$ cat config.mk
export PLATFORM = sky130hd
export DESIGN_NAME = washer_display_scan
export DESIGN_NICKNAME = d
export VERILOG_FILES = /design/src/rtl/washer_pkg.sv /design/src/rtl/bin2bcd_seq.sv /design/src/rtl/washer_display_scan.sv
export SDC_FILE = /design/constraint.sdc
export NUM_CORES = 1
export LEC_CHECK = 0
export ABC_AREA = 1
export CAP_MARGIN = 40
export CORE_UTILIZATION = 65
export CTS_BUF_LIST = sky130_fd_sc_hd__clkbuf_16
export DETAILED_ROUTE_END_ITERATION = 7
export HOLD_SLACK_MARGIN = 0.12
export PLACE_DENSITY_LB_ADDON = 0.1
export SLEW_MARGIN = 20
export SYNTH_ARGS = -nofsm -noshare
export SYNTH_HDL_FRONTEND = slang
export SYNTH_SLANG_ARGS = --single-unit
$ cat constraint.sdc
create_clock -name clk -period 7.2 [get_ports clk]
set_input_delay 1.8 -clock clk [delete_from_list [all_inputs] [get_ports clk]]
set_output_delay 1.8 -clock clk [all_outputs]
set_load 0.02 [all_outputs]
$ cat src/rtl/washer_pkg.sv
// Shared constants for the washer time display: seven-segment patterns,
// time width/limit and the update-converter state encoding.
package washer_pkg;

   localparam int unsigned      TIME_W   = 7;
   localparam logic [TIME_W-1:0] TIME_MAX = 7'd99;
   localparam logic [6:0]       SEG_OFF  = 7'h7F;

   // {g,f,e,d,c,b,a}, active-low, index 0 leftmost
   localparam logic [0:9][6:0] SEG_DIGIT = {
      7'h40, 7'h79, 7'h24, 7'h30, 7'h19,
      7'h12, 7'h02, 7'h78, 7'h00, 7'h10
   };

   typedef enum logic [1:0] {
      ST_IDLE,
      ST_CONV,
      ST_COMMIT
   } conv_state_t;

   function automatic logic [6:0] seg_decode(input logic [3:0] d);
      if (d > 4'd9) return SEG_OFF;
      return SEG_DIGIT[d];
   endfunction

endpackage

$ cat src/rtl/bin2bcd_seq.sv
// Sequential shift-add-3 binary to two-digit BCD converter, one bit per cycle.
// Inputs are expected to be already limited to 0..99.
module bin2bcd_seq
   import washer_pkg::*;
(
   input  logic              clk,
   input  logic              reset,
   input  logic              start,
   input  logic [TIME_W-1:0] bin,
   output logic [7:0]        bcd,
   output logic              done
);

   logic [TIME_W-2:0] sr;
   logic [2:0]        cnt;

   function automatic logic [7:0] dabble(input logic [7:0] v, input logic b);
      logic [3:0] hi;
      logic [3:0] lo;
      lo = v[3:0];
      hi = v[7:4];
      if (lo >= 4'd5) lo = lo + 4'd3;
      if (hi >= 4'd5) hi = hi + 4'd3;
      return {hi[2:0], lo, b};
   endfunction

   // The MSB shift is folded into the load: add-3 on an all-zero register
   // is a no-op, so the remaining TIME_W-1 bits take one cycle each.
   always_ff @(posedge clk or posedge reset) begin
      if (reset) begin
         sr   <= '0;
         cnt  <= '0;
         bcd  <= '0;
         done <= 1'b0;
      end else begin
         done <= 1'b0;
         if (start) begin
            bcd <= {7'd0, bin[TIME_W-1]};
            sr  <= bin[TIME_W-2:0];
            cnt <= 3'(TIME_W - 1);
         end else if (cnt != 3'd0) begin
            bcd <= dabble(bcd, sr[TIME_W-2]);
            sr  <= {sr[TIME_W-3:0], 1'b0};
            cnt <= cnt - 3'd1;
            if (cnt == 3'd1) done <= 1'b1;
         end
      end
   end

endmodule

$ cat src/rtl/washer_display_scan.sv
// Washer time display: captures total/phase minutes, converts to BCD and
// scans a 4-digit active-low seven-segment display with blank and blink.
module washer_display_scan
   import washer_pkg::*;
#(
   parameter int unsigned CLK_HZ   = 100_000_000,
   parameter int unsigned SCAN_HZ  = 1000,
   parameter int unsigned BLINK_HZ = 1
) (
   input  logic              clk,
   input  logic              reset,
   input  logic              upd_valid,
   output logic              upd_ready,
   input  logic [TIME_W-1:0] total_time,
   input  logic [TIME_W-1:0] current_time,
   input  logic              blank,
   input  logic              blink,
   output logic              done,
   output logic [3:0]        an,
   output logic [6:0]        seg,
   output logic              dp
);

   localparam int unsigned SCAN_DIV   = CLK_HZ / SCAN_HZ;
   localparam int unsigned PRE_W      = (SCAN_DIV > 1) ? $clog2(SCAN_DIV) : 1;
   localparam int unsigned BLINK_HALF = CLK_HZ / (2 * BLINK_HZ);
   localparam int unsigned BLK_W      = (BLINK_HALF > 1) ? $clog2(BLINK_HALF) : 1;

   conv_state_t       state, state_nxt;
   logic              start;
   logic [TIME_W-1:0] tot_sat, cur_sat;
   logic [7:0]        tot_bcd, cur_bcd;
   logic              tot_done, cur_done;
   logic [7:0]        disp_tot, disp_cur;

   assign tot_sat = (total_time   > TIME_MAX) ? TIME_MAX : total_time;
   assign cur_sat = (current_time > TIME_MAX) ? TIME_MAX : current_time;

   bin2bcd_seq u_tot (
      .clk   (clk),
      .reset (reset),
      .start (start),
      .bin   (tot_sat),
      .bcd   (tot_bcd),
      .done  (tot_done)
   );

   bin2bcd_seq u_cur (
      .clk   (clk),
      .reset (reset),
      .start (start),
      .bin   (cur_sat),
      .bcd   (cur_bcd),
      .done  (cur_done)
   );

   always_ff @(posedge clk or posedge reset) begin
      if (reset) state <= ST_IDLE;
      else       state <= state_nxt;
   end

   always_comb begin
      state_nxt = state;
      start     = 1'b0;
      upd_ready = 1'b0;
      done      = 1'b0;
      unique case (state)
         ST_IDLE: begin
            upd_ready = 1'b1;
            if (upd_valid) begin
               start     = 1'b1;
               state_nxt = ST_CONV;
            end
         end
         ST_CONV:   if (tot_done && cur_done) state_nxt = ST_COMMIT;
         ST_COMMIT: begin
            done      = 1'b1;
            state_nxt = ST_IDLE;
         end
         default:   state_nxt = ST_IDLE;
      endcase
   end

   // Loaded on entry to COMMIT so the new values are in place while done is high.
   always_ff @(posedge clk or posedge reset) begin
      if (reset) begin
         disp_tot <= '0;
         disp_cur <= '0;
      end else if (state == ST_CONV && tot_done && cur_done) begin
         disp_tot <= tot_bcd;
         disp_cur <= cur_bcd;
      end
   end

   logic [PRE_W-1:0] pre;
   logic             tick;
   logic [1:0]       idx;

   assign tick = (pre == PRE_W'(SCAN_DIV - 1));

   always_ff @(posedge clk or posedge reset) begin
      if (reset) begin
         pre <= '0;
         idx <= '0;
      end else begin
         pre <= tick ? '0 : pre + PRE_W'(1);
         if (tick) idx <= idx + 2'd1;
      end
   end

   logic [BLK_W-1:0] bcnt;
   logic             phase;

   always_ff @(posedge clk or posedge reset) begin
      if (reset) begin
         bcnt  <= '0;
         phase <= 1'b1;
      end else if (!blink) begin
         bcnt  <= '0;
         phase <= 1'b1;
      end else if (bcnt == BLK_W'(BLINK_HALF - 1)) begin
         bcnt  <= '0;
         phase <= ~phase;
      end else begin
         bcnt <= bcnt + BLK_W'(1);
      end
   end

   logic [3:0] digit;
   logic       lz_blank;
   logic [3:0] an_nxt;
   logic [6:0] seg_nxt;
   logic       dp_nxt;

   always_comb begin
      digit    = '0;
      lz_blank = 1'b0;
      dp_nxt   = 1'b1;
      unique case (idx)
         2'd0: digit = disp_cur[3:0];
         2'd1: begin
            digit    = disp_cur[7:4];
            lz_blank = (digit == 4'd0);
         end
         2'd2: begin
            digit  = disp_tot[3:0];
            dp_nxt = 1'b0;
         end
         default: begin
            digit    = disp_tot[7:4];
            lz_blank = (digit == 4'd0);
         end
      endcase
      an_nxt  = ~(4'b0001 << idx);
      seg_nxt = lz_blank ? SEG_OFF : seg_decode(digit);
      if (blank || !phase) begin
         an_nxt  = '1;
         seg_nxt = SEG_OFF;
         dp_nxt  = 1'b1;
      end
   end

   always_ff @(posedge clk or posedge reset) begin
      if (reset) begin
         an  <= '1;
         seg <= SEG_OFF;
         dp  <= 1'b1;
      end else begin
         an  <= an_nxt;
         seg <= seg_nxt;
         dp  <= dp_nxt;
      end
   end

endmodule

Word-level counts from Yosys, hierarchy flattened:

Memories as Yosys holds them, arrays and structs flattened.
Index checks and enable logic that the tools add are counted.

* add/subtract/negate cells: 9
* order comparisons: 8
* equal/unequal tests: 11
* shifts and indexed selects: 1
* muxes and demuxes: 48
* bitwise gates (word level): 3
* reduce and logical (&&, ||, !) cells: 15

Operators with widths (number)
* $mux 7: 8
* $mux 26: 2
* $mux 8: 4
* $add 26x1->26 const B: 1
* $eq 26x26->1 const B: 1
* $mux 6: 4
* $mux 3: 6
* $add 17x1->17 const B: 1
* $eq 17x17->1 const B: 1
* $mux 17: 1
* $ge 4x3->1 const B: 4
* $mux 1: 15
* $gt 7x7->1 const B: 2
* $mux 4: 3
* $pmux 4 s3: 1
* $add 4x2->4 const B: 2
* $logic_not 4->1: 2
* $add 3x2->3 const B: 2
* $eq 3x1->1 const B: 2
* $reduce_bool 3->1: 2
* $sub 3x1->3 const B: 2
* $ge 5x5->1 const B: 1
* $not 4->5: 1
* $eq 2x1->1 const B: 2
* 18 further kinds: 25

* bits in registers: 112
* bits in read-only memories: 112
* output and inout bits: 14
* memories: 1

Memories
* (name not given): depth 16, width 7, read ports 1, clocked after memory_dff 0, write ports 0, RTL line washer_pkg.sv:23 `return SEG_DIGIT[d];`

Logic depth before layout (Yosys ltp):

Gate-level depths: netlist (run 1).

* depth after elaboration: 9
* gate-level depth with buffers: 12

By module:

From an unflattened synthesis (run 1), not the netlist that was laid out.

* cells, all modules: 811
* area total of the unflattened synthesis: 6259.8 um^2

Modules (own cells, without submodules)
* washer_display_scan: instances 1, cells each 569, area an instance 4215.3 um^2, sequential area each 1891.8 um^2
* bin2bcd_seq: instances 2, cells each 121, area an instance 1022.2 um^2, sequential area each 450.4 um^2

Worst setup path after synthesis (run 1):

No wires, ideal clock.

* kind: flip-flop to output port
* from: reg state[1]
* to: out done
* arrival: 0.746 ns
* required time: 5.400 ns
* slack: 4.654 ns
* stages on the path, launching flop included: 3
* cell sequence: dfrtp_1 inv_1 nor2_1

* word-level cells in the longest chain between the ends: 2

RTL lines
* start: declaration: RTL line washer_display_scan.sv:29 `conv_state_t state, state_nxt;`
* start signal: assignment: RTL line washer_display_scan.sv:59 `else state <= state_nxt;`
* $eq 2x2->1: RTL line washer_display_scan.sv:67 `unique case (state)`
* $mux 1: RTL line washer_display_scan.sv:67
* end: declaration: RTL line washer_display_scan.sv:18 `output logic done,`

Every way passes these cells.

Worst setup path in the final report (run 1):

* from: reg state[0]
* to: out upd_ready

* word-level cells in the longest chain between the ends: 2

RTL lines
* $logic_not 2->1: RTL line washer_display_scan.sv:67
* $mux 1: RTL line washer_display_scan.sv:67
* end: declaration: RTL line washer_display_scan.sv:13 `output logic upd_ready,`

Every way passes these cells.

==> report_table.html, run 1 <==
<table>
<tr><th>Metric</th><th>Value</th></tr>
<tr><th colspan="2">Place</th></tr>
<tr><td>Number of buffers inserted by port buffering</td><td>32</td></tr>
<tr><td>Number of placed instances with taps included</td><td>889</td></tr>
<tr><td>Post-DP HPWL</td><td>approximately 8900 µm</td></tr>
<tr><td>DP Area</td><td>around 0.0065 mm²</td></tr>
<tr><td>Final GP Congestion</td><td>just under 0.9</td></tr>
<tr><th colspan="2">Clocking</th></tr>
<tr><td>Clock Tree Buf Depth</td><td>2</td></tr>
<tr><td>Number of buffers added for setup after CTS</td><td>0</td></tr>
<tr><td>Clock-pin slew of the registers on the worst-case setup and hold paths</td><td>0.08 ns</td></tr>
<tr><td>Hold_buf cts</td><td>0</td></tr>
<tr><td>PostCTS Resize Cnt</td><td>0</td></tr>
<tr><td>Inserted Clock Buffers</td><td>9</td></tr>
<tr><td>Clock sink count</td><td>~110</td></tr>
<tr><td>CTS tree</td><td>yes</td></tr>
<tr><td>Cell chosen for the clock root</td><td>clkbuf_16</td></tr>
<tr><td>Insertion delay to the later sink of the worst-skew pair</td><td>~0.35 ns</td></tr>
<tr><td>Deepest level of the CTS H-tree</td><td>3</td></tr>
<tr><th colspan="2">Flow run</th></tr>
<tr><td>Total of max-cap violations</td><td>0</td></tr>
<tr><th colspan="2">Power</th></tr>
<tr><td>Worst IR drop on VDD</td><td>0.0002110 V</td></tr>
<tr><td>Leakage power total</td><td>3.193 nW</td></tr>
<tr><td>Clk pwr share</td><td>25.6%</td></tr>
<tr><td>Fraction of power spent switching nets</td><td>a little over a third</td></tr>
<tr><td>Combinational share of power</td><td>between 30% and 40%</td></tr>
<tr><td>Net switching power</td><td>0.7490 mW</td></tr>
<tr><td>Power per unit of standard cell area</td><td>between 300 and 400 mW/mm²</td></tr>
<tr><td>Fraction of power consumed by sequential logic</td><td>a little over two fifths</td></tr>
<tr><td>Internal power contribution</td><td>between 1 and 1.5 mW</td></tr>
<tr><th colspan="2">Logic synthesis</th></tr>
<tr><td>Count of synthesis-stage warnings from yosys</td><td>0</td></tr>
<tr><td>Portion of the post-synthesis area used by sequential elements</td><td>46.48%</td></tr>
<tr><td>Share of async-settable or async-resettable flops after synthesis</td><td>100.0%</td></tr>
<tr><td>Most instantiated flip-flop cell in the synthesis netlist</td><td>dfrtp_1</td></tr>
<tr><td>Nets in the synthesized netlist</td><td>roughly 800</td></tr>
<tr><td>Syn Area/Cell</td><td>roughly 8.0 µm²</td></tr>
<tr><td>Combined area of all synthesized cells</td><td>0.006008 mm²</td></tr>
<tr><td>Post-synth EDFFs</td><td>0</td></tr>
<tr><td>Synthesized instance count</td><td>between 700 and 800</td></tr>
<tr><td>Count of different cell masters after synthesis</td><td>between 40 and 50</td></tr>
<tr><td>Yosys reg bits</td><td>about 110</td></tr>
<tr><th colspan="2">Route</th></tr>
<tr><td>Total met2 wirelength after detailed routing</td><td>between 6000 and 7000 µm</td></tr>
<tr><td>Top metal layer carrying routed signals</td><td>met4</td></tr>
<tr><td>Count of vias placed by the detailed router</td><td>slightly below 5000</td></tr>
<tr><td>Ratio of routed vias to standard cells</td><td>approximately 5.4</td></tr>
<tr><td>Average wire length per cell after detail routing</td><td>between 10 and 15 µm</td></tr>
<tr><td>Antenna-violating nets left</td><td>0</td></tr>
<tr><td>Number of DRC markers after the initial detailed-route iteration</td><td>264</td></tr>
<tr><td>Drt total wl</td><td>roughly 12000 µm</td></tr>
<tr><td>DRC violation count after routing</td><td>3</td></tr>
<tr><td>DRT Pass-1 Iters</td><td>6</td></tr>
<tr><td>Total met3 wirelength after detailed routing</td><td>between 400 and 500 µm</td></tr>
<tr><td>Wl on met1</td><td>roughly 5500 µm</td></tr>
<tr><th colspan="2">STA</th></tr>
<tr><td>Maximum clock frequency</td><td>roughly 300 MHz</td></tr>
<tr><td>Number of failing hold endpoints at the final stage</td><td>0</td></tr>
<tr><td>Final period demand of the worst path</td><td>between 3 and 4 ns</td></tr>
<tr><td>Final hold slack</td><td>around 0.47 ns</td></tr>
<tr><td>Setup violators final</td><td>0</td></tr>
<tr><td>Final TNS setup</td><td>0 ns</td></tr>
<tr><td>Relative slew slack</td><td>66.64%</td></tr>
<tr><td>Final Max Slew Viols</td><td>0</td></tr>
<tr><td>Fraction of the cycle the final worst path needs</td><td>roughly 47%</td></tr>
<tr><td>Setup skew after layout</td><td>between 0.01 and 0.015 ns</td></tr>
<tr><td>Worst-Margin Slew</td><td>0.4996 ns</td></tr>
<tr><td>Setup repair after global routing missed its margin</td><td>false</td></tr>
<tr><th colspan="2">Floorplanning</th></tr>
<tr><td>Core box area</td><td>0.008848 mm²</td></tr>
<tr><td>Rows</td><td>34</td></tr>
<tr><td>Vert. Die Dim</td><td>98.15 µm</td></tr>
<tr><td>Initial cell density of the core</td><td>slightly below 70%</td></tr>
<tr><td>Area of the die</td><td>between 0.009 and 0.01 mm²</td></tr>
<tr><td>Number of placed I/O pins</td><td>33</td></tr>
<tr><td>Width of the chip</td><td>about 98 µm</td></tr>
<tr><th colspan="2">Critical path</th></tr>
<tr><td>Critical path class</td><td>reg2out</td></tr>
<tr><td>Data required time of the critical path</td><td>approximately 5.4 ns</td></tr>
<tr><td>Kind of start point of the critical path</td><td>flop</td></tr>
<tr><td>Data arrival time of the worst path</td><td>between 1.5 and 2 ns</td></tr>
<tr><td>Worst Path Max Fanout</td><td>4</td></tr>
<tr><td>CP endpoint kind</td><td>output pin</td></tr>
<tr><th colspan="2">Outcome</th></tr>
<tr><td>Failing checks</td><td>design-rule violations</td></tr>
<tr><td>Result of the run</td><td>complete, but fails checks</td></tr>
<tr><th colspan="2">GRT</th></tr>
<tr><td>All-layer global routing usage</td><td>27.17%</td></tr>
<tr><td>Pin count of the biggest net entering global routing</td><td>just over 60</td></tr>
<tr><td>Global-route wire length before repair</td><td>between 20000 and 25000 µm</td></tr>
<tr><td>Total congestion overflow after global routing</td><td>0</td></tr>
<tr><td>Number of global-route vias before repair</td><td>a little under 5000</td></tr>
<tr><td>Antenna violations before repair</td><td>0</td></tr>
<tr><th colspan="2">Cells and area</th></tr>
<tr><td>Commonest cells after routing, fill and taps aside</td><td>nand2_1, nor2_1, dfrtp_1, inv_1, nand3_1</td></tr>
<tr><td>Commonest non-fill, non-tap cell in the layout</td><td>nand2_1</td></tr>
<tr><td>Number of antenna repair diodes</td><td>0</td></tr>
<tr><td>Ratio of cells with drive above 1 in the final layout</td><td>under 10%</td></tr>
<tr><td>Final layout net count</td><td>838</td></tr>
<tr><td>Synthesis-to-layout area growth</td><td>12.70%</td></tr>
<tr><td>Total non-filler cell area in the finished layout</td><td>0.006771 mm²</td></tr>
<tr><td>Number of standard cells in the layout, taps in and fillers out</td><td>~910</td></tr>
<tr><th colspan="2">Min path</th></tr>
<tr><td>Worst min path class</td><td>reg2reg</td></tr>
</table>
## registers in the layout (all words and copies together), names as in the netlist, 4 cells and up
name,cells
an,4
bcnt,26
disp_cur,8
disp_tot,8
pre,17
seg,7
u_cur.bcd,8
u_cur.sr,6
u_tot.bcd,8
u_tot.sr,6
## metal layers
layer / up-vias / GRT usage [%]
met5: - / 0
li1: 2472 / -
met1: 2344 / 35.10
met3: 9 / 4.939
met4: 0 / 7.463
met2: 105 / 47.24
## path summary, 6_finish.rpt
| check | start | end | slack [ns] | cells past startpoint |
|---|---|---|---|---|
| worst min-delay path | pre[0] | pre[0] | 0.47 | 1 |
| min in group asynchronous | reset | u_tot.sr[2] | 1.71 | 2 |
| max in group asynchronous | reset | phase | 4.37 | 4 |
| worst min register to register | pre[0] | pre[0] | 0.47 | 1 |
| worst max-delay path | state[0] | upd_ready | 3.81 | 2 |
| worst max register to register | idx[1] | seg[3] | 4.85 | 11 |
## metrics by stage
| step | util [%] | total power, mW | worst slack (ns) |
|---|---|---|---|
| 2_1_floorplan | - | 1.364 | 2.489 |
| 3_3_place_gp | 72.64 | 1.486 | 3.742 |
| 3_5_place_dp | 72.95 | 1.530 | 3.881 |
| 4_1_cts | 76.53 | 2.057 | 3.800 |
| 5_1_grt | 76.53 | 2.186 | 3.755 |
| 6_report | 76.53 | 2.053 | 3.814 |
## area by class of cell
type,count,area [µm²]
Clock buffer,9,225.2
Clock inverter,7,91.34
Fill cell,665,2077
Inverter,105,399.1
Multi-Input combinational cell,531,2773
Sequential cell,111,2793
Tap cell,108,135.1
Timing Repair Buffer,34,355.3
## power by group through the flow
| stage | logic (mW) | registers, mW | clock network, mW |
|---|---|---|---|
| after floorplan | 0.509 | 0.855 | 0 |
| after global placement | 0.626 | 0.860 | 0 |
| after detailed placement | 0.665 | 0.865 | 0 |
| after CTS | 0.676 | 0.853 | 0.528 |
| after global routing | 0.764 | 0.869 | 0.553 |
| final | 0.674 | 0.854 | 0.525 |
## cells by family after synthesis
kind of cell	synth area share, %
and+or+nand+nor	28.84
DFF	46.48
buffers and inverters	7.372
AOI/OAI and AO/OA	9.059
adders and majority gates	5.623
xor gates and xnor gates	2.624
## worst max-delay path, cell delays in order (launching register included)
cell	delay (ns)
dfrtp_1	0.43
nor2_2	0.18
clkdlybuf4s50_1	0.63
## synthesized netlist by cell type (2+ instances only)
cell	number	share of area, %
o31ai_1	2	0.25
o22ai_1	5	0.52
dfstp_2	12	5.2
buf_6	3	0.56
nor2_2	8	0.83
or2_2	5	0.52
a21oi_1	8	0.67
nor3_1	14	1.2
nand2_2	5	0.52
o21ai_2	14	2.0
a22oi_1	4	0.50
nand4_1	15	1.6
ha_1	27	5.6
inv_2	6	0.37
nand2_1	199	12
xnor2_1	2	0.29
xor2_1	16	2.3
nor2_1	109	6.8
nor2_4	3	0.56
o211ai_1	7	0.87
o221ai_1	2	0.29
o21ai_1	6	0.50
inv_1	97	6.1
o21bai_1	2	0.25
dfrtp_1	99	41
nand3b_1	3	0.37
o21ai_0	26	2.2
nand3_1	40	3.3
(Power assumes the default switching activity.)
==> inputs of run 2 (changes only) <==
--- a/config.mk
+++ b/config.mk
@@ -7,7 +7,7 @@
 export LEC_CHECK = 0
 export ABC_AREA = 1
 export CAP_MARGIN = 40
-export CORE_UTILIZATION = 65
+export CORE_UTILIZATION = 60
 export CTS_BUF_LIST = sky130_fd_sc_hd__clkbuf_16
 export DETAILED_ROUTE_END_ITERATION = 7
 export HOLD_SLACK_MARGIN = 0.12
==> constraint.sdc (replaced) <==
create_clock -name clk -period 3.5 [get_ports clk]
set_input_delay 0.875 -clock clk [delete_from_list [all_inputs] [get_ports clk]]
set_output_delay 0.875 -clock clk [all_outputs]
set_load 0.02 [all_outputs]
==> report_table.html, run 2 (same netlist as run 1, synthesis figures left out) <==
<table>
<tr><th>Metric</th><th>Value</th></tr>
<tr><th colspan="2">Floorplanning</th></tr>
<tr><td>Width of the chip</td><td>~100 µm</td></tr>
<tr><td>Core box area</td><td>roughly 0.0097 mm²</td></tr>
<tr><td>Area of the die</td><td>between 0.01 and 0.015 mm²</td></tr>
<tr><td>Vert. Die Dim</td><td>~100 µm</td></tr>
<tr><td>Number of placed I/O pins</td><td>33</td></tr>
<tr><td>Initial cell density of the core</td><td>61.75%</td></tr>
<tr><td>Rows</td><td>36</td></tr>
<tr><th colspan="2">Power</th></tr>
<tr><td>Fraction of power spent switching nets</td><td>a little under two fifths</td></tr>
<tr><td>Internal power contribution</td><td>approximately 2.6 mW</td></tr>
<tr><td>Worst IR drop on VDD</td><td>0.0004495 V</td></tr>
<tr><td>Leakage power total</td><td>approximately 3.2 nW</td></tr>
<tr><td>Combinational share of power</td><td>approximately 34%</td></tr>
<tr><td>Fraction of power consumed by sequential logic</td><td>roughly 43%</td></tr>
<tr><td>Clk pwr share</td><td>23.8%</td></tr>
<tr><td>Net switching power</td><td>about 1.5 mW</td></tr>
<tr><td>Power per unit of standard cell area</td><td>~610 mW/mm²</td></tr>
<tr><th colspan="2">STA</th></tr>
<tr><td>Fraction of the cycle the final worst path needs</td><td>around 71%</td></tr>
<tr><td>Final period demand of the worst path</td><td>between 2 and 2.5 ns</td></tr>
<tr><td>Setup violators final</td><td>0</td></tr>
<tr><td>Number of failing hold endpoints at the final stage</td><td>0</td></tr>
<tr><td>Final TNS setup</td><td>0 ns</td></tr>
<tr><td>Setup skew after layout</td><td>0.008112 ns</td></tr>
<tr><td>Final Max Slew Viols</td><td>0</td></tr>
<tr><td>Worst-Margin Slew</td><td>roughly 0.51 ns</td></tr>
<tr><td>Maximum clock frequency</td><td>402.9 MHz</td></tr>
<tr><td>Final hold slack</td><td>around 0.46 ns</td></tr>
<tr><td>Relative slew slack</td><td>about two thirds</td></tr>
<tr><td>Final setup margin</td><td>1.018 ns</td></tr>
<tr><td>Setup repair after global routing missed its margin</td><td>false</td></tr>
<tr><th colspan="2">Min path</th></tr>
<tr><td>Worst Hold Path Cells</td><td>1</td></tr>
<tr><td>Worst min path class</td><td>reg2reg</td></tr>
<tr><th colspan="2">Flow run</th></tr>
<tr><td>Total of max-cap violations</td><td>0</td></tr>
<tr><th colspan="2">Cells and area</th></tr>
<tr><td>Synthesis-to-layout area growth</td><td>13.10%</td></tr>
<tr><td>Final layout net count</td><td>approximately 840</td></tr>
<tr><td>Number of antenna repair diodes</td><td>0</td></tr>
<tr><td>Total non-filler cell area in the finished layout</td><td>approximately 0.0068 mm²</td></tr>
<tr><td>Max FFs per register</td><td>26</td></tr>
<tr><td>Ratio of cells with drive above 1 in the final layout</td><td>roughly a tenth</td></tr>
<tr><td>Commonest cells after routing, fill and taps aside</td><td>nand2_1, nor2_1, dfrtp_1, inv_1, nand3_1</td></tr>
<tr><td>Largest registers</td><td>bcnt: 26 flops, pre: 17 flops</td></tr>
<tr><td>Fillers</td><td>802</td></tr>
<tr><td>Commonest non-fill, non-tap cell in the layout</td><td>nand2_1</td></tr>
<tr><td>Largest reg by FF count</td><td>bcnt</td></tr>
<tr><th colspan="2">Critical path</th></tr>
<tr><td>Worst Path Max Fanout</td><td>4</td></tr>
<tr><td>Critical path class</td><td>reg2out</td></tr>
<tr><td>CP max stage cell</td><td>clkdlybuf4s50_1</td></tr>
<tr><td>Launch point of the critical path</td><td>state[0]</td></tr>
<tr><td>Data arrival time of the worst path</td><td>~1.6 ns</td></tr>
<tr><td>Worst r2r src</td><td>idx[0]</td></tr>
<tr><td>CP endpoint kind</td><td>output pin</td></tr>
<tr><td>Sequence of cells on the critical path</td><td>nor2_2 &gt; clkdlybuf4s50_1</td></tr>
<tr><td>Capture point of the worst reg-to-reg path</td><td>seg[3]</td></tr>
<tr><td>Crit path capture</td><td>upd_ready</td></tr>
<tr><td>Largest incremental delay on the critical path</td><td>roughly 0.63 ns</td></tr>
<tr><td>Kind of start point of the critical path</td><td>flop</td></tr>
<tr><td>Internal reg-to-reg setup slack</td><td>~1.2 ns</td></tr>
<tr><td>Depth of the worst register-to-register path</td><td>11</td></tr>
<tr><td>Data required time of the critical path</td><td>approximately 2.6 ns</td></tr>
<tr><th colspan="2">GRT</th></tr>
<tr><td>Antenna violations before repair</td><td>0</td></tr>
<tr><td>Pin count of the biggest net entering global routing</td><td>between 40 and 50</td></tr>
<tr><td>Global-route wire length before repair</td><td>roughly 20000 µm</td></tr>
<tr><td>Number of global-route vias before repair</td><td>about 4400</td></tr>
<tr><td>Total congestion overflow after global routing</td><td>0</td></tr>
<tr><td>All-layer global routing usage</td><td>~25%</td></tr>
<tr><th colspan="2">Route</th></tr>
<tr><td>Average wire length per cell after detail routing</td><td>roughly 13 µm</td></tr>
<tr><td>Count of vias placed by the detailed router</td><td>around 4800</td></tr>
<tr><td>DRC violation count after routing</td><td>0</td></tr>
<tr><td>Drt total wl</td><td>11900 µm</td></tr>
<tr><td>Ratio of routed vias to standard cells</td><td>about 5.2</td></tr>
<tr><td>Number of DRC markers after the initial detailed-route iteration</td><td>250</td></tr>
<tr><td>Antenna-violating nets left</td><td>0</td></tr>
<tr><td>DRT Pass-1 Iters</td><td>5</td></tr>
<tr><th colspan="2">Clocking</th></tr>
<tr><td>Insertion delay to the later sink of the worst-skew pair</td><td>0.36 ns</td></tr>
<tr><td>PostCTS Resize Cnt</td><td>0</td></tr>
<tr><td>Cell chosen for the clock root</td><td>clkbuf_16</td></tr>
<tr><td>Inserted Clock Buffers</td><td>9</td></tr>
<tr><td>Hold_buf cts</td><td>0</td></tr>
<tr><td>Clock-pin slew of the registers on the worst-case setup and hold paths</td><td>~0.07 ns</td></tr>
<tr><td>CTS tree</td><td>yes</td></tr>
<tr><td>Clock Tree Buf Depth</td><td>2</td></tr>
<tr><td>Number of buffers added for setup after CTS</td><td>0</td></tr>
<tr><td>Clock sink count</td><td>approximately 110</td></tr>
<tr><td>Deepest level of the CTS H-tree</td><td>3</td></tr>
<tr><th colspan="2">Place</th></tr>
<tr><td>Final GP Congestion</td><td>0.9258</td></tr>
<tr><td>Number of buffers inserted by port buffering</td><td>32</td></tr>
<tr><td>Worst setup slack after placement</td><td>1.136 ns</td></tr>
<tr><td>Post-DP HPWL</td><td>slightly below 9000 µm</td></tr>
<tr><td>DP Area</td><td>roughly 0.0065 mm²</td></tr>
<tr><th colspan="2">Outcome</th></tr>
<tr><td>Result of the run</td><td>completed</td></tr>
</table>
run 2: worst min-delay path by stage:
| stage | start | endpoint |
|---|---|---|
| after floorplan | pre[0] | pre[0] |
| after global placement | pre[0] | pre[0] |
| after detailed placement | pre[0] | pre[0] |
| after CTS | pre[0] | pre[0] |
| after global routing | pre[0] | pre[0] |
| final | pre[0] | pre[0] |
run 2: power by group through the flow:
stage,Sequential [mW],Combinational (mW),Clock [mW]
2_1_floorplan,1.76,1.05,0
3_3_place_gp,1.77,1.30,0
3_5_place_dp,1.78,1.37,0
6_report,1.76,1.38,0.979
5_1_grt,1.79,1.58,1.05
4_1_cts,1.76,1.38,1.00
run 2: through the flow:
step / util, % / power, mW / std cells
2_1_floorplan: - / 2.807 / 752
3_3_place_gp: 66.73 / 3.072 / 914
3_5_place_dp: 66.73 / 3.148 / 914
4_1_cts: 69.64 / 4.144 / 930
5_1_grt: 69.84 / 4.424 / 931
6_report: 69.84 / 4.119 / 931
run 2: cell type report:
cell class / instances / area, µm² / area share (%)
sequential: 111 / 2793 / 41.10
multi-input combinational: 531 / 2773 / 40.80
inverter: 105 / 400.4 / 5.892
timing repair buffer: 35 / 380.4 / 5.597
clock buffer: 9 / 225.2 / 3.314
tap: 133 / 166.4 / 2.449
clock inverter: 7 / 57.56 / 0.8470
run 2: per-layer routing:
| layer | up-vias | global-route usage (%) | part of all wire [%] |
|---|---|---|---|
| met5 | - | 0 | 0 |
| met4 | 0 | 6.374 | 1.0 |
| met3 | 11 | 6.224 | 4.0 |
| met2 | 102 | 39.96 | 47 |
| met1 | 2235 | 33.59 | 48 |
| li1 | 2468 | - | - |
run 2: worst max-delay path: cells and delay by family, from the launching register on:
family | cells | cell delay (ns)
DFF | 1 | 0.43
and+or+nand+nor | 1 | 0.19
buffers and inverters | 1 | 0.63
